===== config.mk =====
export PLATFORM = sky130hd
export DESIGN_NAME = nibble_serial_sub32
export DESIGN_NICKNAME = d
export VERILOG_FILES = /design/src/rtl/nibble_serial_sub32.sv
export SDC_FILE = /design/constraint.sdc
export NUM_CORES = 1
export LEC_CHECK = 0
export CAP_MARGIN = 10
export CORE_ASPECT_RATIO = 2
export CORE_MARGIN = 8
export CORE_UTILIZATION = 40
export CTS_BUF_LIST = sky130_fd_sc_hd__clkbuf_16
export CTS_CLUSTER_SIZE = 25
export DETAILED_ROUTE_END_ITERATION = 12
export PLACE_DENSITY = 0.64
export SYNTH_ARGS = -nofsm -noshare
export SYNTH_HDL_FRONTEND = slang
export SYNTH_SLANG_ARGS = --single-unit

===== constraint.sdc =====
create_clock -name clk -period 6.95 [get_ports clk]
set_input_delay 1.39 -clock clk [delete_from_list [all_inputs] [get_ports clk]]
set_output_delay 1.39 -clock clk [all_outputs]
set_load 0.1 [all_outputs]

===== src/rtl/nibble_serial_sub32.sv =====
// nibble_serial_sub32: multi-cycle subtractor computing operA - operB - Bin
// one DIGIT-bit digit per clock, borrow carried between digits in a register.
// Subtraction is done as A + ~B + ~Bin, so the internal carry is the inverted
// borrow. Valid/ready handshakes on both the operand and the result side.
module nibble_serial_sub32 #(
    parameter int WIDTH = 32,
    parameter int DIGIT = 4
) (
    input  logic             clk,
    input  logic             rst_n,
    input  logic             in_valid,
    output logic             in_ready,
    input  logic [WIDTH-1:0] operA,
    input  logic [WIDTH-1:0] operB,
    input  logic             Bin,
    output logic             out_valid,
    input  logic             out_ready,
    output logic [WIDTH-1:0] resultOUT,
    output logic             Bout,
    output logic             ovf,
    output logic             zero
);

    localparam int STEPS = WIDTH / DIGIT;
    localparam int CNT_W = (STEPS > 1) ? $clog2(STEPS) : 1;
    localparam logic [CNT_W-1:0] LAST_STEP = CNT_W'(STEPS - 1);

    typedef enum logic [1:0] {
        IDLE = 2'd0,
        RUN  = 2'd1,
        DONE = 2'd2
    } state_t;

    state_t r_state;
    state_t w_state_nxt;

    // Captured operands: minuend as-is, subtrahend pre-inverted
    logic [WIDTH-1:0] r_a;
    logic [WIDTH-1:0] r_bn;
    logic             r_carry;
    logic [CNT_W-1:0] r_cnt;

    // Result and flag registers, held until overwritten by the next operation
    logic [WIDTH-1:0] r_result;
    logic             r_bout;
    logic             r_ovf;
    logic             r_zero;

    logic             w_accept;
    logic             w_last_step;
    logic [31:0]      w_base;
    logic [DIGIT-1:0] w_a_dig;
    logic [DIGIT-1:0] w_bn_dig;
    logic [DIGIT:0]   w_sum;
    logic [WIDTH-1:0] w_result_nxt;
    logic             w_a_msb;
    logic             w_b_msb;
    logic             w_ovf_nxt;
    logic             w_bout_nxt;
    logic             w_zero_nxt;

    // State register
    always_ff @(posedge clk or negedge rst_n) begin
        if (!rst_n) begin
            r_state <= IDLE;
        end else begin
            r_state <= w_state_nxt;
        end
    end

    // Next-state decode; handshake outputs come straight from the state register
    always_comb begin
        w_state_nxt = r_state;
        in_ready    = 1'b0;
        out_valid   = 1'b0;
        w_accept    = 1'b0;
        case (r_state)
            IDLE: begin
                in_ready = 1'b1;
                if (in_valid) begin
                    w_accept    = 1'b1;
                    w_state_nxt = RUN;
                end
            end
            RUN: begin
                if (r_cnt == LAST_STEP) begin
                    w_state_nxt = DONE;
                end
            end
            DONE: begin
                out_valid = 1'b1;
                if (out_ready) begin
                    w_state_nxt = IDLE;
                end
            end
            default: begin
                w_state_nxt = IDLE;
            end
        endcase
    end

    assign w_last_step = (r_state == RUN) && (r_cnt == LAST_STEP);

    // Digit select and per-digit add of A, ~B and the running carry
    assign w_base   = 32'(r_cnt) * 32'(DIGIT);
    assign w_a_dig  = r_a[w_base +: DIGIT];
    assign w_bn_dig = r_bn[w_base +: DIGIT];
    assign w_sum    = {1'b0, w_a_dig} + {1'b0, w_bn_dig} + {{DIGIT{1'b0}}, r_carry};

    // Result with the current digit merged in
    always_comb begin
        w_result_nxt = r_result;
        w_result_nxt[w_base +: DIGIT] = w_sum[DIGIT-1:0];
    end

    // Flags are evaluated on the final digit so they are ready with out_valid
    assign w_a_msb    = r_a[WIDTH-1];
    assign w_b_msb    = ~r_bn[WIDTH-1];
    assign w_bout_nxt = ~w_sum[DIGIT];
    assign w_ovf_nxt  = (w_a_msb != w_b_msb) && (w_result_nxt[WIDTH-1] != w_a_msb);
    assign w_zero_nxt = ~|w_result_nxt;

    // Operand capture, digit stepping and carry propagation
    always_ff @(posedge clk or negedge rst_n) begin
        if (!rst_n) begin
            r_a      <= '0;
            r_bn     <= '0;
            r_carry  <= 1'b0;
            r_cnt    <= '0;
            r_result <= '0;
        end else if (w_accept) begin
            r_a     <= operA;
            r_bn    <= ~operB;
            r_carry <= ~Bin;
            r_cnt   <= '0;
        end else if (r_state == RUN) begin
            r_result <= w_result_nxt;
            r_carry  <= w_sum[DIGIT];
            r_cnt    <= r_cnt + CNT_W'(1);
        end
    end

    // Status flags, updated once per operation on the last digit
    always_ff @(posedge clk or negedge rst_n) begin
        if (!rst_n) begin
            r_bout <= 1'b0;
            r_ovf  <= 1'b0;
            r_zero <= 1'b0;
        end else if (w_last_step) begin
            r_bout <= w_bout_nxt;
            r_ovf  <= w_ovf_nxt;
            r_zero <= w_zero_nxt;
        end
    end

    assign resultOUT = r_result;
    assign Bout      = r_bout;
    assign ovf       = r_ovf;
    assign zero      = r_zero;

endmodule

==> impl_metrics.toml, run 1 <==
[drt]
routedWlPerCell_microns = 18.0
drt_iter0_drc = 204
vias_per_cell = 5.30
drtPass1Iterations = 4
num_vias = 3691
drc = 0
postRouteAntennaNets = 0
wirelength_microns = 12600

[cells_and_area]
design_area_sq_um = 6470
drive_above_1_share_pct = 15.9
fillerInstances = 1097
n_antenna_cell = 0
area_growth_pct = 29.1
nets = 620

[floorplan]
die_y_microns = 174
dieWidth_microns = 95.2
coreArea_sq_um = 12400
ioPinCount = 106
die_area_sq_um = 16600
rows = 58
start_util_pct = 40.4

[global_routing]
antenna_found_initial = 0
overflow = 0
grt.total_usage_pct = 15.8
grt_max_degree = 103
grt_first_pass_wirelength_microns = 20300
first_global_vias = 3838

[yosys]
ys.flop_type = "dfrtp_1"
synth-edff-count = 0
syn_inst = 452
syn_nets = 530
seq_area_frac_synth_pct = 52.4
yosysUniqueCellTypes = 51
post-synth-top-count-cell = "dfrtp_1"
synth_seq_cells = 105
async_reset_ff_share_pct = 100
synth_common_cells = "dfrtp_1 (105), nand2_1 (89), o21ai_0 (56)"
synth.top_cell.area_share_pct = 52.4
syn_avg_cell_area_sq_um = 11.1
synth_area_sq_um = 5020
synth_area_leaders = "dfrtp_1 (52%), mux2_2 (10%), mux4_2 (7.2%), nand2_1 (6.7%), o21ai_0 (5.6%)"
synth_top_area_cell = "dfrtp_1"
ys_warn_count = 0

[run]
drv_cap = 0

[clock_network]
post_cts_buffers = 0
root_buffer = "clkbuf_16"
clk_pin_slew_ns = 0.07
ctsResizeCount = 0
insertion_delay_ns = 0.35
numCtsBuffers = 9
cts_hold_buf = 0
cts.sinks = 105
cts_buffer_depth = 2
htreeDepth = 3
tritoncts = "yes"

[sta]
hold_violations = 0
fin_tns_setup_ns = 0
whs_ns = 0.479
finalMaxSlewViolations = 0
worst_slew_pin_slew_ns = 1.03
maxSlewHeadroom_pct = 31.6
rsz0062_at_grt = "no"
fin_crit_sh_pct = 55.8
max_clock_freq_mhz = 258
setup_violations = 0
layout_min_cycle_time_ns = 3.88
finClkSkew_ns = 0.00826

[worst_setup_path]
timing.critical_path.arrival_ns = 4.13
r2r_slack_ns = 3.07
endpoint_kind = "flip-flop"
worstPathRequired_ns = 7.21
startpoint_type = "flip-flop"
critPathKind = "reg -> reg"
cp_max_fo = 35

[place]
gp_congestion = 0.854
dp_hpwl_microns = 9040
numPortBuffers = 105
place_area_sq_um = 6150

[status]
outcome = "complete, no violations"

[min_path]
hp-class = "reg -> reg"
final cells by class:
class / count / area (sq um) / area share (%)
multi-input cells: 311 / 2240 / 34.6
inverters: 9 / 33.8 / 0.522
flip-flops and latches: 105 / 2630 / 40.6
repair buffers: 106 / 1060 / 16.3
well taps: 150 / 188 / 2.90
clock buffers: 9 / 225 / 3.48
clock inverters: 7 / 100 / 1.55
logic make-up after synthesis:
kind of cell,synth area share (%)
AOI/OAI and AO/OA,10.5
and+or+nand+nor,13.7
buffers and inverters,3.07
DFF,52.4
xor gates and xnor gates,0.175
adders and majority gates,2.54
muxes,17.7
flip-flops by register name (all words and copies together) (netlist names):
signal and count:
r_a 32, r_bn 32, resultOUT 32, r_cnt 3, r_state 2, Bout 1
ovf 1, r_carry 1, zero 1
layer usage:
| layer | up-vias | GRT usage (%) | share of wire (%) |
|---|---|---|---|
| met1 | 1786 | 20.7 | 43 |
| met2 | 108 | 24.4 | 48 |
| met3 | 10 | 4.36 | 7.1 |
| met5 | - | 0 | 0 |
| met4 | 0 | 5.11 | 1.3 |
| li1 | 1787 | - | - |
path summary, 6_finish.rpt:
kind                       cells past startpoint  startpoint  endpoint
min reg2reg                                    2    r_bn[24]  r_bn[24]
min in group asynchronous                      1       rst_n  r_bn[20]
max in group asynchronous                      2       rst_n  r_cnt[0]
min                                            2    r_bn[24]  r_bn[24]
max                                           11    r_cnt[0]      zero
max reg2reg                                   11    r_cnt[0]      zero
placed cells by master, fill, tap and decap left out, types with 4 or more instances in the layout:
master,netlist,layout
dfrtp_1,105,104
clkdlybuf4s50_1,0,104
nand2_1,89,88
o21ai_0,56,56
mux2_2,45,45
mux4_2,16,16
nor2_1,12,12
nand3_1,10,10
clkbuf_16,0,9
inv_1,8,8
a21oi_1,8,8
nor3_1,7,7
ha_1,7,7
o31ai_1,6,6
nor2b_1,4,4
stage by stage:
stage	utilization, %	setup slack [ns]	std cells
6_report	52.2	3.07	697
5_1_grt	52.2	2.78	697
3_5_place_dp	49.5	3.03	681
3_3_place_gp	49.5	3.15	681
2_1_floorplan	-	3.55	452
4_1_cts	52.2	3.04	697
worst max-delay path, cell delays in order (launching register included):
cell	delay, ns
dfrtp_2	0.91
mux4_2	0.59
nand2_1	0.08
nand2_1	0.09
fa_1	0.41
inv_1	0.09
fa_1	0.20
xor2_1	0.51
nand2_1	0.21
a211oi_1	0.32
nand4_1	0.13
o31ai_1	0.24
Power of run 1 is left out: the tool's default activity adds up to more than one toggle a clock period on the data nets, which glitch-free logic cannot reach.
==> inputs of run 2 (changes only) <==
--- a/config.mk
+++ b/config.mk
@@ -12,7 +12,7 @@
 export CTS_BUF_LIST = sky130_fd_sc_hd__clkbuf_16
 export CTS_CLUSTER_SIZE = 25
 export DETAILED_ROUTE_END_ITERATION = 12
-export PLACE_DENSITY = 0.64
+export PLACE_DENSITY = 0.67
 export SYNTH_ARGS = -nofsm -noshare
 export SYNTH_HDL_FRONTEND = slang
 export SYNTH_SLANG_ARGS = --single-unit
==> constraint.sdc (replaced) <==
create_clock -name clk -period 3.5 [get_ports clk]
set_input_delay 0.7 -clock clk [delete_from_list [all_inputs] [get_ports clk]]
set_output_delay 0.7 -clock clk [all_outputs]
set_load 0.1 [all_outputs]
==> impl_metrics.toml, run 2 (synthesized netlist as in run 1, its figures left out) <==
[status]
outcome = "complete, no violations"

[global_routing]
grt.total_usage_pct = 16.3
first_global_vias = 4002
grt_max_degree = 103
grt_first_pass_wirelength_microns = 21100
overflow = 0
antenna_found_initial = 0

[drt]
drtPass1Iterations = 4
drt_iter0_drc = 202
routedWlPerCell_microns = 18.0
postRouteAntennaNets = 0
vias_per_cell = 5.23
num_vias = 3732
wirelength_microns = 12800
drc = 0

[clock_network]
insertion_delay_ns = 0.35
numCtsBuffers = 9
post_cts_buffers = 0
clk_pin_slew_ns = 0.07
root_buffer = "clkbuf_16"
htreeDepth = 3
tritoncts = "yes"
ctsResizeCount = 0
cts_buffer_depth = 2
cts.sinks = 105
cts_hold_buf = 0

[cells_and_area]
nets = 636
area_growth_pct = 29.3
final_common_cell = "dfrtp_1"
n_antenna_cell = 0
final_cell_mix = "dfrtp_1 (105), nand2_1 (88), clkdlybuf4s50_1 (78), o21ai_0 (56), mux2_2 (45)"
drive_above_1_share_pct = 22.7
fillerInstances = 1130
design_area_sq_um = 6490

[sta]
finalMaxSlewViolations = 0
maxSlewHeadroom_pct = 30.3
finClkSkew_ns = 0.00879
rsz0062_at_grt = "no"
layout_setup_ws_ns = 0.328
fin_tns_setup_ns = 0
layout_min_cycle_time_ns = 3.17
hold_violations = 0
worst_slew_pin_slew_ns = 1.05
setup_violations = 0
max_clock_freq_mhz = 315
fin_crit_sh_pct = 90.6

[worst_setup_path]
critPathKind = "reg -> reg"
timing.critical_path.arrival_ns = 3.42
worst-path-stages = 11
reg2reg_depth = 11
cp_top_family = "buffers and inverters"
worstPathRequired_ns = 3.75
endpoint_kind = "flip-flop"
startpoint_type = "flip-flop"
slowest_stage = "nor4bb_1"
cp_max_fo = 20
cpMostUsedCell = "buf_4"
cpPeakStageDelay_ns = 0.42
path_buf_inv = 4
crit_path_cell_trace = "buf_4 > buf_4 > inv_1 > ha_1 > ha_1 > buf_4 > nor4bb_1 > mux2_2 > a211oi_1 > nand4_1 > o31ai_1"

[place]
dp_hpwl_microns = 9630
place_area_sq_um = 6200
gp_congestion = 0.924
numPortBuffers = 105
place_ws_ns = 0.341

[floorplan]
ioPinCount = 106
coreArea_sq_um = 12400
dieWidth_microns = 95.2
start_util_pct = 40.4
die_area_sq_um = 16600
die_y_microns = 174
rows = 58

[min_path]
min_path_cells = 2
hp-class = "reg -> reg"

[run]
drv_cap = 0
run 2: layout make-up:
cell class,count,area [sq um],area share [%]
tap,150,188,2.89
inverter,9,33.8,0.521
clock inverter,7,60.1,0.926
multi-input combinational,311,2240,34.6
clock buffer,9,225,3.47
timing repair buffer,122,1110,17.1
sequential,105,2630,40.5
run 2: stage by stage:
stage | utilization (%) | hold slack, ns | instances
after floorplan | - | 0.404 | 452
after global placement | 50.0 | 0.462 | 697
after detailed placement | 50.0 | 0.468 | 697
after CTS | 52.3 | 0.486 | 713
after global routing | 52.3 | 0.508 | 713
final | 52.3 | 0.479 | 713
run 2: worst register-to-register path, cell delays in order, from the launching register on:
cell and delay (ns):
dfrtp_1 0.35, buf_4 0.21, buf_4 0.30, inv_1 0.13, ha_1 0.21, ha_1 0.29
buf_4 0.19, nor4bb_1 0.42, mux2_2 0.40, a211oi_1 0.21, nand4_1 0.12, o31ai_1 0.25
run 2: path summary, 6_finish.rpt:
path	from	end	slack (ns)
setup / recovery	r_cnt[0]	zero	0.33
hold / removal	r_bn[14]	r_bn[14]	0.48
setup reg to reg	r_cnt[0]	zero	0.33
hold reg to reg	r_bn[14]	r_bn[14]	0.48
max in group asynchronous	rst_n	resultOUT[20]	2.17
min in group asynchronous	rst_n	r_bn[7]	0.55
run 2: layer usage:
| metal | vias to the layer above | GRT usage [%] | wire, microns |
|---|---|---|---|
| li1 | 1820 | - | - |
| met1 | 1796 | 21.6 | 5720 |
| met2 | 103 | 24.9 | 6120 |
| met3 | 13 | 4.19 | 813 |
| met4 | 0 | 5.38 | 191 |
| met5 | - | 0 | 0 |
Power of run 2 is left out for the same reason.
